[src/rtl/taylor_pkg.sv]
// Shared constants, state encoding and helpers for the Taylor cosine sweep block.
package taylor_pkg;

    localparam int unsigned W        = 18;
    localparam int unsigned FXP_FRAC = 16;
    localparam int unsigned CNT_W    = 16;

    typedef enum logic [2:0] {
        S_IDLE  = 3'd0,
        S_ISSUE = 3'd1,
        S_WAIT  = 3'd2,
        S_EMIT  = 3'd3,
        S_GAP   = 3'd4,
        S_DONE  = 3'd5
    } sweep_state_t;

    // Increment that sticks at all-ones instead of wrapping.
    function automatic logic [CNT_W-1:0] sat_inc(input logic [CNT_W-1:0] v);
        return (v == {CNT_W{1'b1}}) ? v : v + CNT_W'(1);
    endfunction

endpackage

[src/rtl/taylor_sweep_timer.sv]
// Loadable down-counter with a zero flag; the sweep controller reuses it for
// the inter-sample gap and for the core-response timeout.
module taylor_sweep_timer #(
    parameter int unsigned CW = 9
) (
    input  logic          clk,
    input  logic          rst_n,
    input  logic          i_load,
    input  logic [CW-1:0] i_load_val,
    input  logic          i_en,
    output logic          o_zero_c
);

    logic [CW-1:0] r_count;

    // Load wins over decrement; the count parks at zero.
    always_ff @(posedge clk or negedge rst_n) begin
        if (!rst_n) begin
            r_count <= '0;
        end else if (i_load) begin
            r_count <= i_load_val;
        end else if (i_en && (r_count != '0)) begin
            r_count <= r_count - CW'(1);
        end
    end

    assign o_zero_c = (r_count == '0);

endmodule

[src/rtl/taylor_sweep_ctrl.sv]
// Sweeps an angle from STEP to LIMIT through an external Taylor cosine core and
// streams (angle, cos) pairs out. Optional core timeout: SWEEP_TIMEOUT_EN.
module taylor_sweep_ctrl #(
    parameter int unsigned W          = taylor_pkg::W,
    parameter int unsigned STEP       = 64,
    parameter int unsigned LIMIT      = 102891,
    parameter int unsigned GAP_CYCLES = 5,
    parameter int unsigned TIMEOUT    = 256
) (
    input  logic          clock,
    input  logic          reset,
    input  logic          sweep_go,
    output logic          busy,
    output logic          done,
    output logic          err,
    output logic          core_start,
    output logic [W-1:0]  core_angle,
    input  logic          core_ready,
    input  logic [W-1:0]  core_cos,
    output logic          res_valid,
    input  logic          res_ready,
    output logic [W-1:0]  res_angle,
    output logic [W-1:0]  res_cos,
    output logic [15:0]   sample_cnt
);

    import taylor_pkg::*;

    localparam int unsigned TMR_MAX  = (TIMEOUT > GAP_CYCLES) ? TIMEOUT : GAP_CYCLES;
    localparam int unsigned TMR_W    = (TMR_MAX < 2) ? 1 : $clog2(TMR_MAX + 1);
    localparam int unsigned TO_LOAD  = (TIMEOUT > 0) ? TIMEOUT - 1 : 0;
    localparam int unsigned GAP_LOAD = (GAP_CYCLES > 0) ? GAP_CYCLES - 1 : 0;

    sweep_state_t       r_state;
    logic               r_busy;
    logic               r_done;
    logic               r_err;
    logic               r_core_start;
    logic [W-1:0]       r_core_angle;
    logic               r_res_valid;
    logic [W-1:0]       r_res_angle;
    logic [W-1:0]       r_res_cos;
    logic [CNT_W-1:0]   r_sample_cnt;

    logic [W:0]         w_next_angle;
    logic               w_last;
    logic               w_tmr_load;
    logic [TMR_W-1:0]   w_tmr_val;
    logic               w_tmr_en;
    logic               w_tmr_zero;

    // One extra bit keeps angle+STEP from wrapping before the limit compare.
    assign w_next_angle = {1'b0, r_core_angle} + (W+1)'(STEP);
    assign w_last       = (w_next_angle > (W+1)'(LIMIT));

    // Timer arms for the timeout on ISSUE and for the gap on the result handshake.
    always_comb begin
        w_tmr_load = 1'b0;
        w_tmr_val  = '0;
        w_tmr_en   = 1'b0;
        case (r_state)
            S_ISSUE: begin
                w_tmr_load = 1'b1;
                w_tmr_val  = TMR_W'(TO_LOAD);
            end
            S_EMIT: begin
                w_tmr_load = res_ready;
                w_tmr_val  = TMR_W'(GAP_LOAD);
            end
            S_WAIT, S_GAP: begin
                w_tmr_en = 1'b1;
            end
            default: begin
            end
        endcase
    end

    taylor_sweep_timer #(
        .CW (TMR_W)
    ) u_timer (
        .clk        (clock),
        .rst_n      (reset),
        .i_load     (w_tmr_load),
        .i_load_val (w_tmr_val),
        .i_en       (w_tmr_en),
        .o_zero_c   (w_tmr_zero)
    );

    always_ff @(posedge clock or negedge reset) begin
        if (!reset) begin
            r_state      <= S_IDLE;
            r_busy       <= 1'b0;
            r_done       <= 1'b0;
            r_err        <= 1'b0;
            r_core_start <= 1'b0;
            r_core_angle <= '0;
            r_res_valid  <= 1'b0;
            r_res_angle  <= '0;
            r_res_cos    <= '0;
            r_sample_cnt <= '0;
        end else begin
            r_core_start <= 1'b0;
            r_done       <= 1'b0;
            case (r_state)
                S_IDLE: begin
                    if (sweep_go) begin
                        r_state      <= S_ISSUE;
                        r_busy       <= 1'b1;
                        r_core_start <= 1'b1;
                        r_core_angle <= W'(STEP);
                        r_sample_cnt <= '0;
                        r_err        <= 1'b0;
                    end
                end
                S_ISSUE: begin
                    r_state <= S_WAIT;
                end
                S_WAIT: begin
                    if (core_ready) begin
                        r_res_cos   <= core_cos;
                        r_res_angle <= r_core_angle;
                        r_res_valid <= 1'b1;
                        r_state     <= S_EMIT;
                    end
`ifdef SWEEP_TIMEOUT_EN
                    else if (w_tmr_zero) begin
                        r_err   <= 1'b1;
                        r_busy  <= 1'b0;
                        r_state <= S_IDLE;
                    end
`endif
                end
                S_EMIT: begin
                    if (res_ready) begin
                        r_res_valid  <= 1'b0;
                        r_sample_cnt <= sat_inc(r_sample_cnt);
                        if (w_last) begin
                            r_done  <= 1'b1;
                            r_state <= S_DONE;
                        end else begin
                            r_core_angle <= w_next_angle[W-1:0];
                            r_state      <= S_GAP;
                        end
                    end
                end
                S_GAP: begin
                    if (w_tmr_zero) begin
                        r_core_start <= 1'b1;
                        r_state      <= S_ISSUE;
                    end
                end
                S_DONE: begin
                    r_busy  <= 1'b0;
                    r_state <= S_IDLE;
                end
                default: begin
                    r_busy  <= 1'b0;
                    r_state <= S_IDLE;
                end
            endcase
        end
    end

    assign busy       = r_busy;
    assign done       = r_done;
    assign err        = r_err;
    assign core_start = r_core_start;
    assign core_angle = r_core_angle;
    assign res_valid  = r_res_valid;
    assign res_angle  = r_res_angle;
    assign res_cos    = r_res_cos;
    assign sample_cnt = r_sample_cnt;

endmodule

[config.mk]
export PLATFORM = sky130hd
export DESIGN_NAME = taylor_sweep_ctrl
export DESIGN_NICKNAME = d
export VERILOG_FILES = /design/src/rtl/taylor_pkg.sv /design/src/rtl/taylor_sweep_timer.sv /design/src/rtl/taylor_sweep_ctrl.sv
export SDC_FILE = /design/constraint.sdc
export NUM_CORES = 1
export LEC_CHECK = 0
export CAP_MARGIN = 20
export CELL_PAD_IN_SITES_DETAIL_PLACEMENT = 1
export CELL_PAD_IN_SITES_GLOBAL_PLACEMENT = 2
export CORE_ASPECT_RATIO = 1.1
export CORE_UTILIZATION = 30
export CTS_CLUSTER_SIZE = 12
export DETAILED_ROUTE_END_ITERATION = 7
export HOLD_SLACK_MARGIN = 0.06
export PLACE_DENSITY = 0.77
export SLEW_MARGIN = 20
export SYNTH_ARGS = -nofsm -noshare
export SYNTH_HDL_FRONTEND = slang
export SYNTH_SLANG_ARGS = --single-unit
export TNS_END_PERCENT = 5
[constraint.sdc]
create_clock -name clock -period 7.1 [get_ports clock]
set_clock_uncertainty 0.05 [all_clocks]
set_input_delay 1.42 -clock clock [delete_from_list [all_inputs] [get_ports clock]]
set_output_delay 1.42 -clock clock [all_outputs]
set_load 0.03 [all_outputs]
==> impl_metrics.yaml <==
run_status:
  status: "finished, final reports clean"
drt:
  dr_wl_met2_mm: 4.787
  wirelength_mm: 9.683
  highest_layer: "met4"
  drt_iter0_drc: 104
  drtAntennaViolNets: 0
  post_drt_wl_per_cell_um: 15.95
  viasPerCell: 4.834
  drtPass1Iterations: 4
  drcViolationCount: 0
  vias: 2934
  wl_met3_um: 291
  wl_met1_mm: 4.473
pwr:
  p_int_uw: 1143
  clkPwrFrac: 0.249
  p_per_area_nw_per_um2: 375.8
  vdd_drop_max_mv: 0.1195
  p_comb_frac: 0.405
  power_frac_seq: 0.347
  power_switching_uw: 720.7
  power_leakage_uw: 0.002107
  switching_share: 0.3866
logic_synthesis:
  synth_cell_types: 54
  yosys.area_share.xor_xnor: 0.04012
  synth_top_area_cell: "dfrtp_1"
  synth_async_sr_flop_share: 1.000
  netlist.area_leader.share: 0.4990
  netlist_area_sq_um: 3711
  synth.area.mux_share: 0.09946
  synthSimpleGateAreaFrac: 0.1881
  synth_top_family_by_area: "simple AND/OR/NAND/NOR gates"
  synthAdderAreaFrac: 0.01349
  synth.most_common_cell: "dfrtp_1"
  syn_avg_cell_area_sq_um: 10.22
  netlist_instances: 363
  synth-main-ff-cell: "dfrtp_1"
  ys_ff_latch: 74
  synth_edf_count: 0
  synth_compound_area_frac: 0.1102
  synth_area_leaders: "dfrtp_1 (50%), mux2_2 (9.1%), nor2_1 (4.2%)"
  ys_seq_area_frac: 0.4990
  synth_common_cells: "dfrtp_1 (74), nor2_1 (42), mux2_2 (30), nand2_1 (28), o21ai_0 (16)"
  yosysWarnings: 0
sta:
  min_period_ps: 3200
  worst_slew_pin_slew_ps: 962.8
  fin_crit_sh: 0.4507
  rsz0062_at_grt: "false"
  setup_viol_count_final: 0
  hold_violations: 0
  setup_ws_ps: 3900
  tns_ps: 0
  maxSlewHeadroom: 0.3582
  max_clock_freq_ghz: 0.3125
  slew_violations: 0
hold_path:
  hold_path_class: "reg2reg"
  hold_start: "res_angle[10]"
cts:
  cts_tree: "yes"
  clock_latency_ps: 340
  ctsResizeCount: 0
  postCtsSetupRepairBufs: 0
  clk_pin_slew_ps: 60
  cts-root-buf: "clkbuf_16"
  clk_path_buf_depth: 2
  cts_hold_buf: 0
  cts_sinks: 74
  cts_inserted_buffers: 9
  cts_max_level: 3
critical_path:
  crit_path_max_incr_delay_ps: 630
  end_kind: "register"
  cp.required_ps: 7270
  r2r-start: "u_timer.r_count[0]"
  slowest_stage: "clkdlybuf4s50_1"
  crit_fanout: 8
  cp.buffers_inverters: 1
  crit_chain: "clkdlybuf4s50_1 > and3b_1 > o21bai_1 > nand3_1 > a21oi_1 > nand4_1 > xor2_1 > nor2_1"
  cp_top_family: "buffers and inverters"
  critPathKind: "in2reg"
  crit_path_start_kind: "input pin"
  cp-startpoint: "res_ready"
  critPathArrivalTime_ps: 3370
global_route:
  grt-ovfl-total: 0
  grt_max_degree: 75
  track_usage: 0.1665
  grt_pass1_vias: 3086
  grt_first_pass_wirelength_mm: 16.39
  antenna_found_initial: 0
final_layout:
  diodes: 0
  final_nets: 475
  multi_input_area_sq_um: 1727
  fillers: 1356
  syn_to_final_growth_pct: 33.65
  seq_area_sq_um: 1852
  drive_above_1_share: 0.1391
  fin_util: 0.4121
floorplan:
  row_count: 42
  core_area_sq_um: 12030
  io_pins: 98
  die_w_um: 108.0
  die_h_um: 118.7
  dieArea_sq_um: 12820
  initial_utilization: 0.3084
placement:
  post-place-ws_ps: 3557
  gp_congestion: 0.7784
  io_buffer_count: 84
  dp_hpwl_mm: 6.901
flow_run:
  max_cap_viol_count: 0
## routing by layer
layer,up-vias,GRT usage
li1,1419,-
met3,11,0.04026
met1,1458,0.2234
met4,0,0.05394
met2,46,0.2607
met5,-,0
## state kept, by name (all words and copies together) (netlist names)
signal           count
u_timer.r_count      9
core_angle          12
sample_cnt          16
res_cos             18
done                 1
res_valid            1
busy                 1
res_angle           12
core_start           1
r_state              3
## path summary, 6_finish.rpt
kind	to	slack (ps)	depth (start not counted)
max	sample_cnt[6]	3900	8
min	res_angle[10]	450	1
max reg2reg	u_timer.r_count[4]	4280	9
min reg2reg	res_angle[10]	450	1
max in group asynchronous	res_angle[14]	5190	1
min in group asynchronous	res_angle[6]	1180	1
## cell families after synthesis
family,after synthesis
and+or+nand+nor,141
DFF,74
AOI/OAI and AO/OA,61
muxes,33
buffers and inverters,32
xor gates and xnor gates,17
adders and majority gates,4
other,1
## power groups by stage
stage	clock, uW	sequential [uW]	combinational (uW)
3_3_place_gp	0	644	746
3_5_place_dp	0	653	762
6_report	464	646	754
2_1_floorplan	0	764	367
5_1_grt	495	668	824
4_1_cts	478	647	766
## cell type report
cell class                      instances  share of cell area
Clock inverter                          5             0.01060
Sequential cell                        74              0.3734
Tap cell                              154             0.03885
Clock buffer                           11             0.05096
Multi-Input combinational cell        269              0.3481
Timing Repair Buffer                   86              0.1720
Inverter                                8            0.006054
## placed cells by master, fill, tap and decap left out, types with 2 or more instances in the layout
cell	count
and2_1	5
mux2_2	30
ha_1	4
o31ai_1	4
nand3b_1	4
nor2_1	41
xor2_1	13
o211ai_1	2
nand2_2	2
or3_1	5
or2_2	3
dfrtp_1	74
nand2b_1	4
buf_4	3
clkbuf_16	9
nand2_1	28
o311ai_1	2
clkbuf_8	2
mux2i_1	2
o41ai_1	3
nand4_1	6
xnor2_1	4
o21ai_0	16
a21oi_1	8
nand3_1	13
conb_1	13
clkdlybuf4s50_1	83
o21ai_1	11
nor4_1	3
clkinv_2	3
inv_1	8
nor3_1	9
and3_1	6
nor2b_1	5
nor2_2	2
## worst reg2reg max path: cells and delay by family (launching register included)
kind	cells	cell delay [ps]
and+or+nand+nor	5	1520
DFF	1	410
AOI/OAI and AO/OA	2	340
adders and majority gates	1	200
buffers and inverters	1	150
## metrics by stage
step | cell area, sq um | total power [uW] | hold WS [ps] | cells
2_1_floorplan | 3756 | 1130 | 428.8 | 375
3_3_place_gp | 4654 | 1390 | 438.8 | 591
3_5_place_dp | 4654 | 1415 | 445.3 | 591
4_1_cts | 4960 | 1892 | 460.1 | 607
5_1_grt | 4960 | 1987 | 475.1 | 607
6_report | 4960 | 1864 | 454.3 | 607
(Power assumes the default switching activity.)
